===== src/rtl/hazard_ctrl_pkg.sv =====
// Shared pipeline definitions for the front-end hazard controller:
// register index width, the hard-wired zero register and the FSM encoding.
package hazard_ctrl_pkg;

  localparam int REG_W = 5;

  typedef logic [REG_W-1:0] reg_idx_t;

  localparam reg_idx_t ZERO_REG = '0;

  localparam logic [0:0] STATE_RUN   = 1'b0;
  localparam logic [0:0] STATE_STALL = 1'b1;

  // A source depends on a destination only if it is actually read and the
  // destination is not the zero register, which never carries a dependency.
  function automatic logic reg_match(input logic     uses,
                                     input reg_idx_t src,
                                     input reg_idx_t dst);
    return uses && (src == dst) && (dst != ZERO_REG);
  endfunction

endpackage


===== src/rtl/hazard_ctrl_sat_counter.sv =====
// Saturating up-counter with synchronous clear; holds at all-ones
// instead of wrapping.
module sat_counter #(
  parameter int CNT_W = 16
) (
  input  logic             clk,
  input  logic             clear,
  input  logic             inc,
  output logic [CNT_W-1:0] count
);

  localparam logic [CNT_W-1:0] ONE = CNT_W'(1);

  always_ff @(posedge clk) begin
    if (clear) begin
      count <= '0;
    end else if (inc && (count != '1)) begin
      count <= count + ONE;
    end
  end

endmodule


===== src/rtl/hazard_ctrl.sv =====
// Hazard and redirect controller: stalls the front end on load-use and
// branch-operand hazards, flushes IF on taken branches/jumps, counts both.
module hazard_ctrl
  import hazard_ctrl_pkg::*;
#(
  parameter int CNT_W = 16
) (
  input  logic             clk,
  input  logic             reset,
  input  logic [4:0]       id_rs,
  input  logic [4:0]       id_rt,
  input  logic             id_uses_rs,
  input  logic             id_uses_rt,
  input  logic             id_is_branch,
  input  logic             branch_taken,
  input  logic             jump,
  input  logic             ex_reg_write,
  input  logic             ex_mem_read,
  input  logic [4:0]       ex_rd,
  input  logic             mem_mem_read,
  input  logic [4:0]       mem_rd,
  output logic             pc_write,
  output logic             ifid_write,
  output logic             idex_bubble,
  output logic             if_flush,
  output logic [CNT_W-1:0] stall_cycles,
  output logic [CNT_W-1:0] flush_count
);

  logic [0:0] state, state_next;
  logic [1:0] rem, rem_next;
  logic [1:0] need;
  logic       ex_hit, mem_hit;
  logic       stall;

  assign ex_hit  = reg_match(id_uses_rs, id_rs, ex_rd)  || reg_match(id_uses_rt, id_rt, ex_rd);
  assign mem_hit = reg_match(id_uses_rs, id_rs, mem_rd) || reg_match(id_uses_rt, id_rt, mem_rd);

  // Required stall depth; the strongest hazard wins. A branch waiting on a
  // load in EX needs two cycles because it compares operands in ID.
  // NOTE: always_comb assigns every output a default first so no latch is inferred.
  always_comb begin
    need = 2'd0;
    if (ex_mem_read && ex_hit) need = 2'd1;
    if (id_is_branch) begin
      if (ex_reg_write && !ex_mem_read && ex_hit) need = 2'd1;
      if (mem_mem_read && mem_hit)                need = 2'd1;
      if (ex_mem_read && ex_hit)                  need = 2'd2;
    end
  end

  // Reset forces run defaults; STALL ignores all hazard and redirect inputs.
  assign stall       = !reset && ((state == STATE_STALL) || (need != 2'd0));
  assign pc_write    = !stall;
  assign ifid_write  = !stall;
  assign idex_bubble = stall;
  assign if_flush    = !reset && !stall && (jump || (id_is_branch && branch_taken));

  always_comb begin
    state_next = state;
    rem_next   = rem;
    case (state)
      STATE_RUN: begin
        if (need == 2'd2) begin
          state_next = STATE_STALL;
          rem_next   = 2'd1;
        end
      end
      STATE_STALL: begin
        rem_next = rem - 2'd1;
        if (rem <= 2'd1) begin
          state_next = STATE_RUN;
          rem_next   = 2'd0;
        end
      end
      default: begin
        state_next = STATE_RUN;
        rem_next   = 2'd0;
      end
    endcase
  end

  // NOTE: sequential state uses non-blocking assignments so every flop samples pre-edge values.
  always_ff @(posedge clk) begin
    if (reset) begin
      state <= STATE_RUN;
      rem   <= 2'd0;
    end else begin
      state <= state_next;
      rem   <= rem_next;
    end
  end

  sat_counter #(.CNT_W(CNT_W)) u_stall_cnt (
    .clk   (clk),
    .clear (reset),
    .inc   (!pc_write),
    .count (stall_cycles)
  );

  sat_counter #(.CNT_W(CNT_W)) u_flush_cnt (
    .clk   (clk),
    .clear (reset),
    .inc   (if_flush),
    .count (flush_count)
  );

endmodule


===== config.mk =====
export PLATFORM = sky130hd
export DESIGN_NAME = hazard_ctrl
export DESIGN_NICKNAME = d
export VERILOG_FILES = /design/src/rtl/hazard_ctrl_pkg.sv /design/src/rtl/hazard_ctrl_sat_counter.sv /design/src/rtl/hazard_ctrl.sv
export SDC_FILE = /design/constraint.sdc
export NUM_CORES = 1
export LEC_CHECK = 0
export CORE_ASPECT_RATIO = 0.6
export CORE_UTILIZATION = 50
export DETAILED_ROUTE_END_ITERATION = 16
export GPL_TIMING_DRIVEN = 0
export PLACE_DENSITY = 0.86
export SLEW_MARGIN = 20
export SYNTH_ARGS = -nofsm -noshare
export SYNTH_HDL_FRONTEND = slang
export SYNTH_SLANG_ARGS = --single-unit

===== constraint.sdc =====
create_clock -name clk -period 4.3 [get_ports clk]
set_clock_uncertainty 0.05 [all_clocks]
set_input_delay 0.645 -clock clk [delete_from_list [all_inputs] [get_ports clk]]
set_output_delay 0.645 -clock clk [all_outputs]
set_load 0.01 [all_outputs]

== After elaboration in Yosys (flattened, before gate mapping) ==
Index checks and enable logic that the tools add are counted.

* Add/subtract/negate cells: 3
* Magnitude comparators: 1
* Eq/ne operators: 8
* Multiplexer cells: 11
* Bitwise logic cells: 1
* Reduce and logical (&&, ||, !) cells: 28

{| class="wikitable"
|+ Operator list
! kind !! number
|-
| $add 16x1->16 const B || 2
|-
| $ne 16x16->1 const B || 2
|-
| $eq 5x5->1 || 4
|-
| $logic_and 1x1->1 || 18
|-
| $mux 2 || 6
|-
| $reduce_bool 5->1 || 2
|-
| $logic_or 1x1->1 || 4
|-
| $pmux 2 s2 || 1
|-
| $logic_not 1->1 || 3
|-
| $mux 1 || 3
|-
| $eq 2x2->1 const B || 1
|-
| $le 2x1->1 const B || 1
|-
| $ne 2x2->1 const B || 1
|-
| $pmux 1 s2 || 1
|-
| $reduce_bool 2->1 || 1
|-
| $sub 2x1->2 const B || 1
|-
| $not 1->1 || 1
|}

* Bits in registers: 35
* Input bits: 30
* Output and inout port bits: 36
* Logic and storage cells: 56

== Logic depth before layout (Yosys ltp) ==
Gate-level depths: netlist of run 1.

* Depth in word-level cells: 17
* Gate-level depth with buffers: 8
* Gate-level depth less buffers: 7

== Modules after synthesis ==
A second synthesis of run 1 with hierarchy kept.

* Cells, all modules: 252
* Area total of the unflattened synthesis: 2127.0 um^2

{| class="wikitable"
|+ Modules (own cells, without submodules)
! module !! instances !! cells each !! area an instance (um^2) !! seq. area each (um^2)
|-
| sat_counter || 2 || 99 || 848.3 || 320.3
|-
| hazard_ctrl || 1 || 54 || 430.4 || 60.1
|}

== Worst setup path before layout of run 1 ==
No wires, ideal clock.

* Kind: in2out
* From: input mem_rd[1]
* To: output if_flush
* Data arrival time: 2.032 ns
* Required time: 3.605 ns
* Path slack: 1.573 ns
* Cell stages on the path: 6
* Path buffers: 1
* Cells stage by stage: or4_1 -> o211ai_1 -> a21o_4 -> buf_6 -> nand2_1 -> nor3_1

* Cells in the longest elaborated chain, start to end: 14
* Elaborated cells on any way between the ends: 18
* Those cells by class: eq/ne (2); mux (3); reduce/logical (13)

{| class="wikitable"
|+ RTL lines
! item !! RTL line !! text
|-
| start: declaration || hazard_ctrl.sv:21 || <nowiki>input logic [4:0] mem_rd,</nowiki>
|-
| $eq 5x5->1 || hazard_ctrl_pkg.sv:19 || <nowiki>return uses && (src == dst) && (dst != ZERO_REG);</nowiki>
|-
| $logic_and 1x1->1 (2 in series) || hazard_ctrl_pkg.sv:19 ||
|-
| $logic_or 1x1->1 * || hazard_ctrl.sv:37 || <nowiki>assign mem_hit = reg_match(id_uses_rs, id_rs, mem_rd) || reg_match(id_uses_rt, id_rt, mem_rd);</nowiki>
|-
| $logic_and 1x1->1 * || hazard_ctrl.sv:47 || <nowiki>if (mem_mem_read && mem_hit) need = 2'd1;</nowiki>
|-
| $mux 2 * || hazard_ctrl.sv:47 ||
|-
| $mux 2 * || hazard_ctrl.sv:48 || <nowiki>if (ex_mem_read && ex_hit) need = 2'd2;</nowiki>
|-
| $mux 2 * || hazard_ctrl.sv:45 || <nowiki>if (id_is_branch) begin</nowiki>
|-
| $reduce_bool 2->1 * || hazard_ctrl.sv:53 || <nowiki>assign stall = !reset && ((state == STATE_STALL) || (need != 2'd0));</nowiki>
|-
| $logic_or 1x1->1 * || hazard_ctrl.sv:53 ||
|-
| $logic_and 1x1->1 * || hazard_ctrl.sv:53 ||
|-
| $logic_not 1->1 * || hazard_ctrl.sv:57 || <nowiki>assign if_flush = !reset && !stall && (jump || (id_is_branch && branch_taken));</nowiki>
|-
| $logic_and 1x1->1 * (2 in series) || hazard_ctrl.sv:57 ||
|-
| end: declaration || hazard_ctrl.sv:25 || <nowiki>output logic if_flush,</nowiki>
|}

Mark *: on every way between the ends. The rest lies on a longest branch, timed or not.

== Final worst setup path of run 1 ==
* From: input ex_rd[3]
* To: output pc_write

* Cells in the longest elaborated chain, start to end: 14
* Elaborated cells on any way between the ends: 19
* Those cells by class: eq/ne (2); mux (5); reduce/logical (12)

{| class="wikitable"
|+ RTL lines
! item !! RTL line !! text
|-
| start: declaration || hazard_ctrl.sv:19 || <nowiki>input logic [4:0] ex_rd,</nowiki>
|-
| $eq 5x5->1 || hazard_ctrl_pkg.sv:19 ||
|-
| $logic_and 1x1->1 (2 in series) || hazard_ctrl_pkg.sv:19 ||
|-
| $logic_or 1x1->1 * || hazard_ctrl.sv:36 || <nowiki>assign ex_hit = reg_match(id_uses_rs, id_rs, ex_rd) || reg_match(id_uses_rt, id_rt, ex_rd);</nowiki>
|-
| $logic_and 1x1->1 || hazard_ctrl.sv:44, hazard_ctrl.sv:48 ||
|-
| $mux 1 || hazard_ctrl.sv:44 || <nowiki>if (ex_mem_read && ex_hit) need = 2'd1;</nowiki>
|-
| $mux 2 || hazard_ctrl.sv:46 || <nowiki>if (ex_reg_write && !ex_mem_read && ex_hit) need = 2'd1;</nowiki>
|-
| $mux 2 || hazard_ctrl.sv:47 ||
|-
| $mux 2 || hazard_ctrl.sv:48 ||
|-
| $mux 2 * || hazard_ctrl.sv:45 ||
|-
| $reduce_bool 2->1 * || hazard_ctrl.sv:53 ||
|-
| $logic_or 1x1->1 * || hazard_ctrl.sv:53 ||
|-
| $logic_and 1x1->1 * || hazard_ctrl.sv:53 ||
|-
| $logic_not 1->1 * || hazard_ctrl.sv:54 || <nowiki>assign pc_write = !stall;</nowiki>
|-
| end: declaration || hazard_ctrl.sv:22 || <nowiki>output logic pc_write,</nowiki>
|}

Marks and branches as above.

==> results of run 1 <==
==> cell type report <==
class	count	area [um2]	area share
buffer	8	52.55	0.01828
multi-input combinational	187	1269	0.4414
sequential	35	700.7	0.2438
clock inverter	3	43.79	0.01524
inverter	8	30.03	0.01045
clock buffer	5	68.82	0.02394
timing repair buffer	65	650.6	0.2264
tap	47	58.81	0.02046
==> per-stage QoR <==
stage | instance area, um2 | total power [mW] | hold slack [ns] | setup WS, ns
finish | 2874 | 0.7254 | 0.4534 | 0.3500
global route | 2874 | 0.7477 | 0.4693 | 0.2836
CTS | 2874 | 0.7244 | 0.4542 | 0.4038
detailed placement | 2761 | 0.4281 | 0.4449 | 0.4283
global placement | 2761 | 0.4252 | 0.4314 | 0.4544
floorplan | 2052 | 0.3757 | 0.4153 | 1.573
==> routing by layer <==
layer  GRT usage  share of wire  vias up  routed length, um
met5           0              0        -                  0
met4     0.07627          0.017        0                 97
met3     0.05238          0.070       12                395
met2      0.4173           0.40       77               2275
met1      0.4116           0.51      957               2899
li1            -              -     1015                  -
==> cells in the final DEF (no fill, tap or decap), types with 5 or more instances in the layout <==
| cell type | n |
|---|---|
| xnor2_1 | 22 |
| clkbuf_8 | 5 |
| clkdlybuf4s50_1 | 65 |
| a21oi_1 | 18 |
| a211oi_1 | 5 |
| nor3_1 | 6 |
| inv_1 | 8 |
| o21ai_0 | 8 |
| nand4_1 | 5 |
| nand2_1 | 16 |
| nor2_1 | 18 |
| xor2_1 | 10 |
| dfxtp_1 | 35 |
| or3_1 | 8 |
| nand3_1 | 17 |
==> report_power, final <==
group / internal (mW) / switching (mW) / leakage [nW]
Sequential: 0.326 / 0.00301 / 0.282
Clock: 0.173 / 0.132 / 0.0581
Combinational: 0.0491 / 0.0427 / 0.576
==> worst register-to-register path, cell delays in order (launching register included) <==
cell	delay (ns)
dfxtp_1	0.46
nand2_2	0.12
nor2_4	0.15
nand3_2	0.15
nor4_4	0.65
a21oi_2	0.24
nand3_2	0.15
mux2_2	0.33
==> registers in the layout (all words and copies together), names as in the netlist <==
register,flops
state,1
u_flush_cnt.count,16
u_stall_cnt.count,16
rem,2
==> logic make-up after synthesis <==
group	share of synthesized area
flip-flops	0.3415
AND/OR/NAND/NOR	0.2744
buffers and inverters	0.04024
adder cells (fa/ha/maj)	0.01219
multiplexers	0.02073
XOR/XNOR	0.1366
AO/OA/AOI/OAI	0.1744
==> worst paths after layout <==
path	startpoint	endpoint	slack (ns)	cells past startpoint
max reg2reg	u_stall_cnt.count[7]$_SDFFE_PP0P_	u_stall_cnt.count[8]$_SDFFE_PP0P_	1.90	7
max	ex_rd[3]	pc_write	0.35	10
min reg2reg	rem[1]$_SDFFE_PP0P_	rem[1]$_SDFFE_PP0P_	0.45	1
min	rem[1]$_SDFFE_PP0P_	rem[1]$_SDFFE_PP0P_	0.45	1
==> qor.txt, run 1 <==
Critical Path Max Stage Delay - 0.57 ns
LEAKAGE - 0.9167 nW
Die Ht - 51.62 um
Worst Hold Class - reg -> reg
Outcome - complete, no violations
Initial antenna violation count - 0
Via count - 2,061
Top post-synthesis cells by area - dfxtp_1, xnor2_1, a21oi_1
Least-Margin Pin Slew - 0.6347 ns
Fmax - 0.2532 GHz
CTS tree - yes
Hold Buf Count CTS - 0
Diode count - 0
GRT Util Overall - 0.2794
Share of layout cells above drive strength 1 - 0.09646
Synth Area per Inst - 8.622 um2
Clock sink total - 35
Delay-heaviest family, CP - buffers and inverters
CTS root buffer - clkbuf_8
H-tree levels - 2
Worst vdd ir - 0.2281 mV
FFs w/ async S/R, synth - 0
Max Cap Viol - 0
Clk buf depth - 2
Sequential cell area fraction in the yosys report - 0.3415
Synth Instances - 238
CTS-repair resized insts - 0
DRT Pass-1 Iters - 11
CP startpoint kind - input port
Vias in the first global route - 1,836
RePlAce Congestion - 0.8588
Core Region - 3786 um2
Post-synth EDFFs - 0
Top post-synthesis cells by count - dfxtp_1, xnor2_1, a21oi_1, nor2_1, nand3_1
Most common cell in the netlist - dfxtp_1
Routed len/inst - 15.83 um
Worst Path Arrival - 3.25 ns
DRT iter0 DRCs - 177
Reg clk slew, reported paths - 0.07 ns
Syn Std Cell Area - 2052 um2
Placed cell count - 350
Routed Antenna Nets - 0
Slew HR - 0.5737
Synth Warn # - 0
RSZ-0062 raised after global routing - no
DRT Wirelength - 5668 um
CP required - 3.61 ns
Max Transition Viols Final - 0
Largest net degree at the start of global routing - 13
Die width - 84.71 um
Final setup TNS - 0 ns
First-pass GRT wire length - 9273 um
# DRC - 0
Critical path cell sequence - clkdlybuf4s50_1 > xnor2_1 > nand4_1 > o22ai_2 > a31oi_2 > buf_4 > nand2_1 > nand2b_1 > buf_4 > clkdlybuf4s50_1
Filler cell count - 273
FP Rows - 17
Post-route insts no fill - 358
Syn nets - 270
Postcts setup bufs - 0
Final core utilization - 0.7591
CTS buffer count - 5
Port Buffer Count - 65
Most common flop cell mapped by yosys - dfxtp_1
Yosys reg bits - 35
Max FO, Critical Path - 10
Crit end category - output pin
Layout area overhead - 40.06%
Ports - 66
Dpl hpwl - 4390 um
Top-area cell type share of the netlist area - 0.3415
Routed vias/inst - 5.757
Final Hold Vio Count - 0
Final Critical Period - 3.950 ns
Fin crit share - 0.9186
Final setup fails - 0
Worst-skew pair later-pin latency - 0.30 ns
CP max stage cell - clkdlybuf4s50_1
GRT overflow - 0
Die area - 4372 um2
Cell accounting for the most synthesized area - dfxtp_1
Crit Path Class - in -> out
Yosys cell types - 47
Buffers & Inverters on Critical Path - 4
Layout net count - 342
P per Cell Area - 252.4 nW/um2
Starting Density - 0.5420
(Power assumes the default switching activity.)
==> inputs of run 2 (changes only) <==
--- a/config.mk
+++ b/config.mk
@@ -14,3 +14,4 @@
 export SYNTH_ARGS = -nofsm -noshare
 export SYNTH_HDL_FRONTEND = slang
 export SYNTH_SLANG_ARGS = --single-unit
+export TNS_END_PERCENT = 50
==> results of run 2 <==
No change in the layout: final DEF, timing and power equal those of run 1.
